<file path="src/rtl/seq_stream_sched.sv">
`default_nettype none
//============================================================================
// Module : seq_stream_sched
// Brief  : Round-robin scheduler sharing one 1011 detector over NCH serial
//          bit-stream channels, with per-channel saturating match counters.
// Rev    : 1.0 - initial release
//============================================================================
module seq_stream_sched #(
  parameter int NCH   = 4,
  parameter int CNT_W = 8
) (
  input  logic                   clk,
  input  logic                   reset,
  input  logic [NCH-1:0]         req_valid,
  input  logic [NCH-1:0]         req_bit,
  output logic [NCH-1:0]         req_ready,
  input  logic [NCH-1:0]         clr_ch,
  output logic                   match_valid,
  output logic [$clog2(NCH)-1:0] match_ch,
  input  logic [$clog2(NCH)-1:0] cnt_sel,
  output logic [CNT_W-1:0]       cnt_out
);

  localparam int                 c_sel_w   = $clog2(NCH);
  localparam logic [c_sel_w:0]   c_nch     = (c_sel_w+1)'(NCH);
  localparam logic [CNT_W-1:0]   c_cnt_max = '1;

  localparam logic [1:0] c_st_idle = 2'd0;
  localparam logic [1:0] c_st_s1   = 2'd1;
  localparam logic [1:0] c_st_s10  = 2'd2;
  localparam logic [1:0] c_st_s101 = 2'd3;

  logic [1:0]         r_state     [NCH];
  logic [1:0]         w_state_nxt [NCH];
  logic [CNT_W-1:0]   r_cnt       [NCH];
  logic [c_sel_w-1:0] r_ptr;
  logic               r_match_valid;
  logic [c_sel_w-1:0] r_match_ch;

  logic [NCH-1:0]     w_eligible;
  logic               w_xfer;
  logic [c_sel_w-1:0] w_grant;
  logic [c_sel_w-1:0] w_ptr_nxt;
  logic               w_bit;
  logic               w_match;

  // Nothing is offered a grant while reset is held.
  assign w_eligible = reset ? '0 : (req_valid & ~clr_ch);

  // First eligible channel at or after the pointer, wrapping at NCH-1.
  always_comb begin
    logic [c_sel_w:0] cand;
    w_xfer  = 1'b0;
    w_grant = '0;
    cand    = '0;
    for (int k = 0; k < NCH; k++) begin
      cand = {1'b0, r_ptr} + (c_sel_w+1)'(k);
      if (cand >= c_nch) begin
        cand = cand - c_nch;
      end
      if (!w_xfer && w_eligible[cand[c_sel_w-1:0]]) begin
        w_xfer  = 1'b1;
        w_grant = cand[c_sel_w-1:0];
      end
    end
  end

  always_comb begin
    req_ready = '0;
    if (w_xfer) begin
      req_ready[w_grant] = 1'b1;
    end
  end

  assign w_bit     = req_bit[w_grant];
  assign w_ptr_nxt = ({1'b0, w_grant} == c_nch - 1'b1) ? '0 : w_grant + 1'b1;

  // Detector state register, one 2-bit state per channel.
  always_ff @(posedge clk) begin
    for (int i = 0; i < NCH; i++) begin
      if (reset) begin
        r_state[i] <= c_st_idle;
      end else begin
        r_state[i] <= w_state_nxt[i];
      end
    end
  end

  // Only the granted channel advances; a cleared channel is never granted.
  always_comb begin
    for (int i = 0; i < NCH; i++) begin
      w_state_nxt[i] = r_state[i];
    end
    if (w_xfer) begin
      case (r_state[w_grant])
        c_st_idle: w_state_nxt[w_grant] = w_bit ? c_st_s1   : c_st_idle;
        c_st_s1:   w_state_nxt[w_grant] = w_bit ? c_st_s1   : c_st_s10;
        c_st_s10:  w_state_nxt[w_grant] = w_bit ? c_st_s101 : c_st_idle;
        c_st_s101: w_state_nxt[w_grant] = w_bit ? c_st_idle : c_st_s10;
        default:   w_state_nxt[w_grant] = c_st_idle;
      endcase
    end
    for (int i = 0; i < NCH; i++) begin
      if (clr_ch[i]) begin
        w_state_nxt[i] = c_st_idle;
      end
    end
  end

  always_comb begin
    w_match = w_xfer && w_bit && (r_state[w_grant] == c_st_s101);
  end

  always_ff @(posedge clk) begin
    for (int i = 0; i < NCH; i++) begin
      if (reset || clr_ch[i]) begin
        r_cnt[i] <= '0;
      end else if (w_match && (w_grant == c_sel_w'(i)) && (r_cnt[i] != c_cnt_max)) begin
        r_cnt[i] <= r_cnt[i] + 1'b1;
      end
    end
  end

  always_ff @(posedge clk) begin
    if (reset) begin
      r_ptr         <= '0;
      r_match_valid <= 1'b0;
      r_match_ch    <= '0;
    end else begin
      if (w_xfer) begin
        r_ptr <= w_ptr_nxt;
      end
      r_match_valid <= w_match;
      r_match_ch    <= w_match ? w_grant : '0;
    end
  end

  assign match_valid = r_match_valid;
  assign match_ch    = r_match_ch;
  assign cnt_out     = ({1'b0, cnt_sel} < c_nch) ? r_cnt[cnt_sel] : '0;

  a_ready_onehot: assert property (@(posedge clk) $onehot0(req_ready));
  a_match_ch_idle: assert property (@(posedge clk) !match_valid |-> (match_ch == '0));

endmodule
`default_nettype wire

</file>
<file path="config.mk">
export PLATFORM = sky130hd
export DESIGN_NAME = seq_stream_sched
export DESIGN_NICKNAME = d
export VERILOG_FILES = /design/src/rtl/seq_stream_sched.sv
export SDC_FILE = /design/constraint.sdc
export NUM_CORES = 1
export LEC_CHECK = 0
export ABC_AREA = 1
export BUFFER_PORTS_ARGS = -buffer_cell sky130_fd_sc_hd__buf_4
export CORE_MARGIN = 1.5
export CORE_UTILIZATION = 51
export CTS_BUF_LIST = sky130_fd_sc_hd__clkbuf_8
export CTS_CLUSTER_DIAMETER = 120
export DETAILED_ROUTE_END_ITERATION = 10
export PLACE_DENSITY = 0.7
export RECOVER_POWER = 50
export SETUP_SLACK_MARGIN = 0.1
export SLEW_MARGIN = 15
export SYNTH_ARGS = -nofsm -noshare
export SYNTH_HDL_FRONTEND = slang
export SYNTH_SLANG_ARGS = --single-unit
</file>
<file path="constraint.sdc">
create_clock -name clk -period 5.1 [get_ports clk]
set_clock_uncertainty 0.2 [all_clocks]
set_input_delay 0.51 -clock clk [delete_from_list [all_inputs] [get_ports clk]]
set_output_delay 0.51 -clock clk [all_outputs]
set_load 0.02 [all_outputs]
</file>
==> results of run 1 <==
routing by layer:
layer / global-route usage (%) / up-vias / share of wire, %
met5: 0 / - / 0
met4: 4.31 / 0 / 1.1
met3: 3.15 / 6 / 4.4
met2: 33.3 / 57 / 45
met1: 33.0 / 1177 / 50
li1: - / 1318 / -
sequential cells by signal, summed over array words and instances (netlist names):
register     flops
r_cnt           32
r_state          8
match_ch         2
r_ptr            2
match_valid      1
critical path, delay by kind of cell, from the launching register on:
family,cells,cell delay [ns]
adders and majority gates,1,0.22
buffers and inverters,3,0.54
DFF,1,0.54
and+or+nand+nor,6,1.77
power by group:
part / internal (mW) / switching, mW / leakage [nW]
logic: 0.349 / 0.804 / 0.836
clock network: 0.197 / 0.133 / 0.0687
registers: 0.452 / 0.0642 / 0.463
total: 0.999 / 1.00 / 1.37
layout make-up:
cell class / instances / area share [%]
clock buffers: 5 / 2.01
clock inverters: 3 / 2.01
multi-input cells: 288 / 48.2
repair buffers: 30 / 5.38
inverters: 34 / 3.88
flip-flops and latches: 45 / 35.7
well taps: 75 / 2.75
cells by family after synthesis:
logic type / after synthesis
buffers and inverters: 38
xor gates and xnor gates: 24
DFF: 45
AOI/OAI and AO/OA: 50
adders and majority gates: 8
and+or+nand+nor: 206
layout by cell type (no fill, tap or decap), types with 2 or more instances in the layout:
cell	instances
nand2_1	60
ha_1	8
nand4_1	15
nor2_4	5
xnor2_1	7
clkbuf_1	11
a21oi_1	15
o21ai_0	22
inv_1	31
bufinv_16	2
nand2_2	5
inv_2	2
o22ai_1	6
edfxtp_1	32
buf_4	19
nor2_1	59
nand3_2	10
nand2_4	4
xor2_1	17
dfxtp_1	13
clkbuf_8	5
nand3_1	34
o21ai_1	2
nor2_2	9
worst max path at each step:
stage	from	end	cells after the start
4_1_cts	r_ptr[0]	req_ready[1]	12
2_1_floorplan	reset	r_cnt[1][0]	14
3_5_place_dp	reset	r_cnt[1][1]	13
6_report	r_ptr[0]	req_ready[2]	10
3_3_place_gp	reset	r_cnt[1][0]	13
5_1_grt	r_ptr[0]	req_ready[2]	10
==> summary.md, run 1 <==
| Metric | Value |
|---|---|
| Final setup viols | `0` |
| Crit. End Element | `output port` |
| Routed WL per cell | `around 14 µm` |
| Placed cells | `472` |
| DR vias | `approximately 2600` |
| Worst slew pin tran | `about 0.7 ns` |
| Post-Syn Area | `0.00310 mm²` |
| Largest family of logic cells by synthesized area | `simple AND/OR/NAND/NOR gates` |
| Total power | `around 2 mW` |
| Clk Tree Root Cell | `clkbuf_8` |
| Multi-input gate area | `between 0.0015 and 0.002 mm²` |
| Register area | `roughly 0.0012 mm²` |
| CP max stage delay | `approximately 0.59 ns` |
| Clock slew at reported path FFs | `roughly 0.090 ns` |
| Final slew viol count | `0` |
| Slew HR | `approximately 53%` |
| Post-CTS Hold Buffers | `0` |
| Worst Setup Path Type | `flop to output port` |
| Synth area leaders | `edfxtp_1 31%, dfxtp_1 8.4%, nor2_1 7.1%, nand2_1 7.0%, nand3_1 5.2%` |
| Detailed Routing Iterations Pass 1 | `5` |
| Postcts setup bufs | `0` |
| Compound-gate portion of the synthesized area | `under 10%` |
| Post-synthesis mux area share | `0%` |
| Fill count | `between 500 and 600` |
| Placer Congestion | `~0.91` |
| Initial Util | `between 50% and 60%` |
| R2R Path Start | `r_ptr[0]` |
| Achievable clock frequency | `approximately 240 MHz` |
| Worst Hold Class | `primary input to flop` |
| Core area | `between 0.005 and 0.006 mm²` |
| Setup TNS | `0 ns` |
| Tmin final | `4.10 ns` |
| Fin Hold WS | `0.292 ns` |
| Hpwl dp | `between 5000 and 6000 µm` |
| Final period util | `approximately 80%` |
| Post-route cell area | `about 0.0034 mm²` |
| Worst-path fanout max | `13` |
| Hold Startpoint | `clr_ch[0]` |
| Max-Cap Viols | `0` |
| Unique masters post-synth | `34` |
| Top-count cell post-synth | `nor2_1` |
| Mean Syn Cell Area | `8.36 µm²` |
| Synth area leader | `edfxtp_1` |
| Sequential-to-total area share from yosys stat | `between 30% and 40%` |
| Post-Synthesis Cells | `~370` |
| Nets | `between 400 and 500` |
| Initial DRC Count | `166` |
| Post-Layout Cell Count | `480` |
| Warnings, synthesis | `0` |
| Post-CTS sizing | `0` |
| Most common library cells after synthesis | `59 x nor2_1, 58 x nand2_1, 32 x edfxtp_1, 32 x nand3_1, 30 x inv_1` |
| RSZ-0062 raised after global routing | `false` |
| First-pass GRT wire length | `~11000 µm` |
| Share of cells above drive strength 1 | `approximately 17%` |
| P_leak | `1.37 nW` |
| Slowest CP cell | `nand4_1` |
| Hold Crit Endpoint | `r_state[0][0]` |
| Clock buffer depth | `2` |
| H-tree depth | `2` |
| CTS tree | `done` |
| Top cell type's share of synthesized area | `between 30% and 40%` |
| Final-report hold violation count | `0` |
| CTS Sinks | `45` |
| WP data required | `approximately 4.4 ns` |
| Post-synthesis simple-gate area fraction | `between 30% and 40%` |
| Synth Area in Adders | `between 3 and 4%` |
| Worst skew pair latency | `about 0.3 ns` |
| Die area | `0.00656 mm²` |
| Detail Route Antenna Nets | `0` |
| Vias per cell | `5.33` |
| Critical-path cell list | `inv_1 > nand3_1 > nand3_1 > nand2_1 > nand4_1 > nand3_4 > ha_1 > inv_1 > nor2_1 > buf_4` |
| CP startpoint kind | `flop` |
| Antenna violations before repair | `0` |
| FF-to-FF End | `r_cnt[0][4]` |
| Final Util | `between 50% and 60%` |
| Port Buffer Count | `30` |
| Vias in the first global route | `~2300` |
| Dpl ws | `around 1.6 ns` |
| Max VDD drop | `roughly 0.00029 V` |
| Hold-critical path depth | `4` |
| CP arrival | `about 3.4 ns` |
| Syn_nets | `between 300 and 400` |
| Post-synth ARST share | `0%` |
| Die height | `81.0 µm` |
| Routed WL | `6950 µm` |
| Flops & latches, synth | `45` |
| Cell Rows | `28` |
| Cell Area, Placed | `about 0.0034 mm²` |
| Post-Synth XOR/XNOR Area | `just under 7%` |
| GRT overflow | `0` |
| Final worst slack | `1.00 ns` |
| Pwr dens | `585 mW/mm²` |
| Reg-to-reg setup timing slack | `roughly 1.1 ns` |
| Die Wd | `approximately 81 µm` |
| EDFF count, synth | `32` |
| Clock buffer count from CTS | `5` |
| Status | `finished, final reports clean` |
| DRC violations left | `0` |
| N_diodes | `0` |
| Main synth FF type | `edfxtp_1` |
| I/O Pins | `31` |
| FF-to-FF path depth | `12` |
| Largest net degree at the start of global routing | `19` |
| All-Layer GR Usage | `21.9%` |
| Area Overhead vs Synth | `10.3%` |
Power figures use the tool's default switching activity.
==> inputs of run 2 (changes only) <==
- PLACE_DENSITY: 0.7 -> 0.73
- clock period: 5.1 -> 3.76 ns (I/O delays scaled with it)
==> run 2 against run 1 <==
Core utilization shrank 0.17 points. Via count increased by 0.27%. Register-to-register slack lost 0.67 ns. Sequential power rose by 35%. Non-clock buffer count is 2 higher. Clock-buffer cell count did not move. Critical endpoint is now r_cnt[0][3]. Final cell count increased by 0.42%. Cell area decreased by 0.29%. Wire length shrank 1.8%. First-iteration DRC count grew 11%.
==> summary.md, run 2 (synthesized netlist as in run 1, its figures left out) <==
| Metric | Value |
|---|---|
| Initial DRC Count | `between 150 and 200` |
| CP arrival | `about 3 ns` |
| Clock buffer depth | `2` |
| Fill count | `roughly 560` |
| All-Layer GR Usage | `between 20 and 25%` |
| CTS Sinks | `45` |
| Crit. End Element | `flop` |
| WP data required | `about 3.6 ns` |
| Pwr dens | `768 mW/mm²` |
| Die Wd | `around 80 µm` |
| Worst slew pin tran | `0.554 ns` |
| Final Util | `slightly below 60%` |
| Most frequent cells in the layout | `63 x nor2_1, 62 x nand2_1, 33 x nand3_1` |
| DR vias | `~2600` |
| Clk Tree Root Cell | `clkbuf_8` |
| CP startpoint kind | `flop` |
| Vias in the first global route | `roughly 2400` |
| Top delay family on crit path | `simple AND/OR/NAND/NOR gates` |
| Tmin final | `around 3.3 ns` |
| Worst Hold Class | `primary input to flop` |
| Routed WL | `just under 7000 µm` |
| GRT overflow | `0` |
| Area Overhead vs Synth | `9.93%` |
| Achievable clock frequency | `slightly above 300 MHz` |
| Status | `finished, final reports clean` |
| Postcts setup bufs | `0` |
| Detail Route Antenna Nets | `0` |
| Final setup viols | `0` |
| Detailed Routing Iterations Pass 1 | `4` |
| First-pass GRT wire length | `approximately 11000 µm` |
| Worst-path fanout max | `13` |
| CP max stage delay | `~0.53 ns` |
| Share of cells above drive strength 1 | `between 10% and 20%` |
| Max-Cap Viols | `0` |
| Clock buffer count from CTS | `5` |
| Critical-path cell list | `inv_2 > nand3_2 > nand2_2 > o21ai_2 > nand4_4 > clkinv_4 > nor2_2 > nand2_1 > nand3_1 > nand2_1 > nand2_1 > nor2_8 > nand3_1 > nand2_1` |
| Most common cell after layout, fill and taps aside | `nor2_1` |
| Final-report hold violation count | `0` |
| Core area | `roughly 0.0059 mm²` |
| Hpwl dp | `between 5000 and 6000 µm` |
| Crit path top cell by count | `nand2_1` |
| RSZ-0062 raised after global routing | `false` |
| Max VDD drop | `between 0.0005 and 0.0006 V` |
| Top flop regs | `r_cnt: 32 flops, r_state: 8 flops` |
| Nets | `between 400 and 500` |
| Slowest CP cell | `dfxtp_1` |
| Vias per cell | `between 5 and 6` |
| Cell Rows | `28` |
| CTS tree | `done` |
| Worst skew pair latency | `0.31 ns` |
| Clock slew at reported path FFs | `around 0.10 ns` |
| Setup TNS | `0 ns` |
| Die area | `roughly 0.0066 mm²` |
| Slew HR | `a little over three fifths` |
| Die height | `81.0 µm` |
| Initial Util | `52.7%` |
| N_diodes | `0` |
| Largest register FFs | `32` |
| Antenna violations before repair | `0` |
| Largest net degree at the start of global routing | `19` |
| Buf/Inv on CP | `2` |
| P_leak | `between 1 and 1.5 nW` |
| H-tree depth | `2` |
| Placer Congestion | `~0.9` |
| I/O Pins | `31` |
| Final slew viol count | `0` |
| DRC violations left | `0` |
| Final period util | `87.6%` |
| Worst Setup Path Type | `flop to flop` |
| Top reg by flops | `r_cnt` |
| Port Buffer Count | `30` |
| Routed WL per cell | `14.2 µm` |
run 2: stage by stage:
| step | area, µm² | power, mW | setup slack [ns] | std cells | hold slack (ns) |
|---|---|---|---|---|---|
| global route | 3410 | 2.84 | 0.133 | 482 | 0.144 |
| finish | 3410 | 2.62 | 0.465 | 482 | 0.147 |
| CTS | 3510 | 2.70 | 0.335 | 482 | 0.142 |
| floorplan | 3100 | 1.94 | 0.739 | 371 | 0.245 |
| global placement | 3420 | 2.35 | 0.570 | 474 | 0.280 |
| detailed placement | 3420 | 2.36 | 0.475 | 474 | 0.278 |
run 2: final cells by class:
cell class	instances	area (µm²)	area share (%)
clock buffers	5	68.8	2.02
clock inverters	3	28.8	0.844
inverters	34	133	3.89
multi-input cells	288	1660	48.8
flip-flops and latches	45	1220	35.8
well taps	75	93.8	2.75
repair buffers	32	199	5.84
run 2: repair_timing:
item | CTS | global route
hold buffers | 0 | 0
endpoints found under the setup margin | 0 | 1
resized for setup | 0 | 1
run 2: path summary, 6_finish.rpt:
check                                   start            end  cells past startpoint  slack [ns]
worst max register to register       r_ptr[0]    r_cnt[0][3]                     14        0.47
worst min register to register  r_state[3][0]  r_state[3][0]                      2        0.30
worst min-delay path                    reset       r_ptr[1]                      2        0.15
worst max-delay path                 r_ptr[0]    r_cnt[0][3]                     14        0.47
run 2: routing by layer:
layer	vias up	GRT usage [%]	wire length [µm]
met2	60	35.9	3140
met5	-	0	0
met4	0	7.07	102
met1	1168	30.6	3220
met3	11	4.16	360
li1	1326	-	-
run 2: power by group:
part	switching, mW	leakage (nW)	total (mW)	internal, mW
Sequential	0.0860	0.463	0.700	0.614
Clock	0.192	0.0511	0.333	0.140
Combinational	1.09	0.852	1.59	0.500
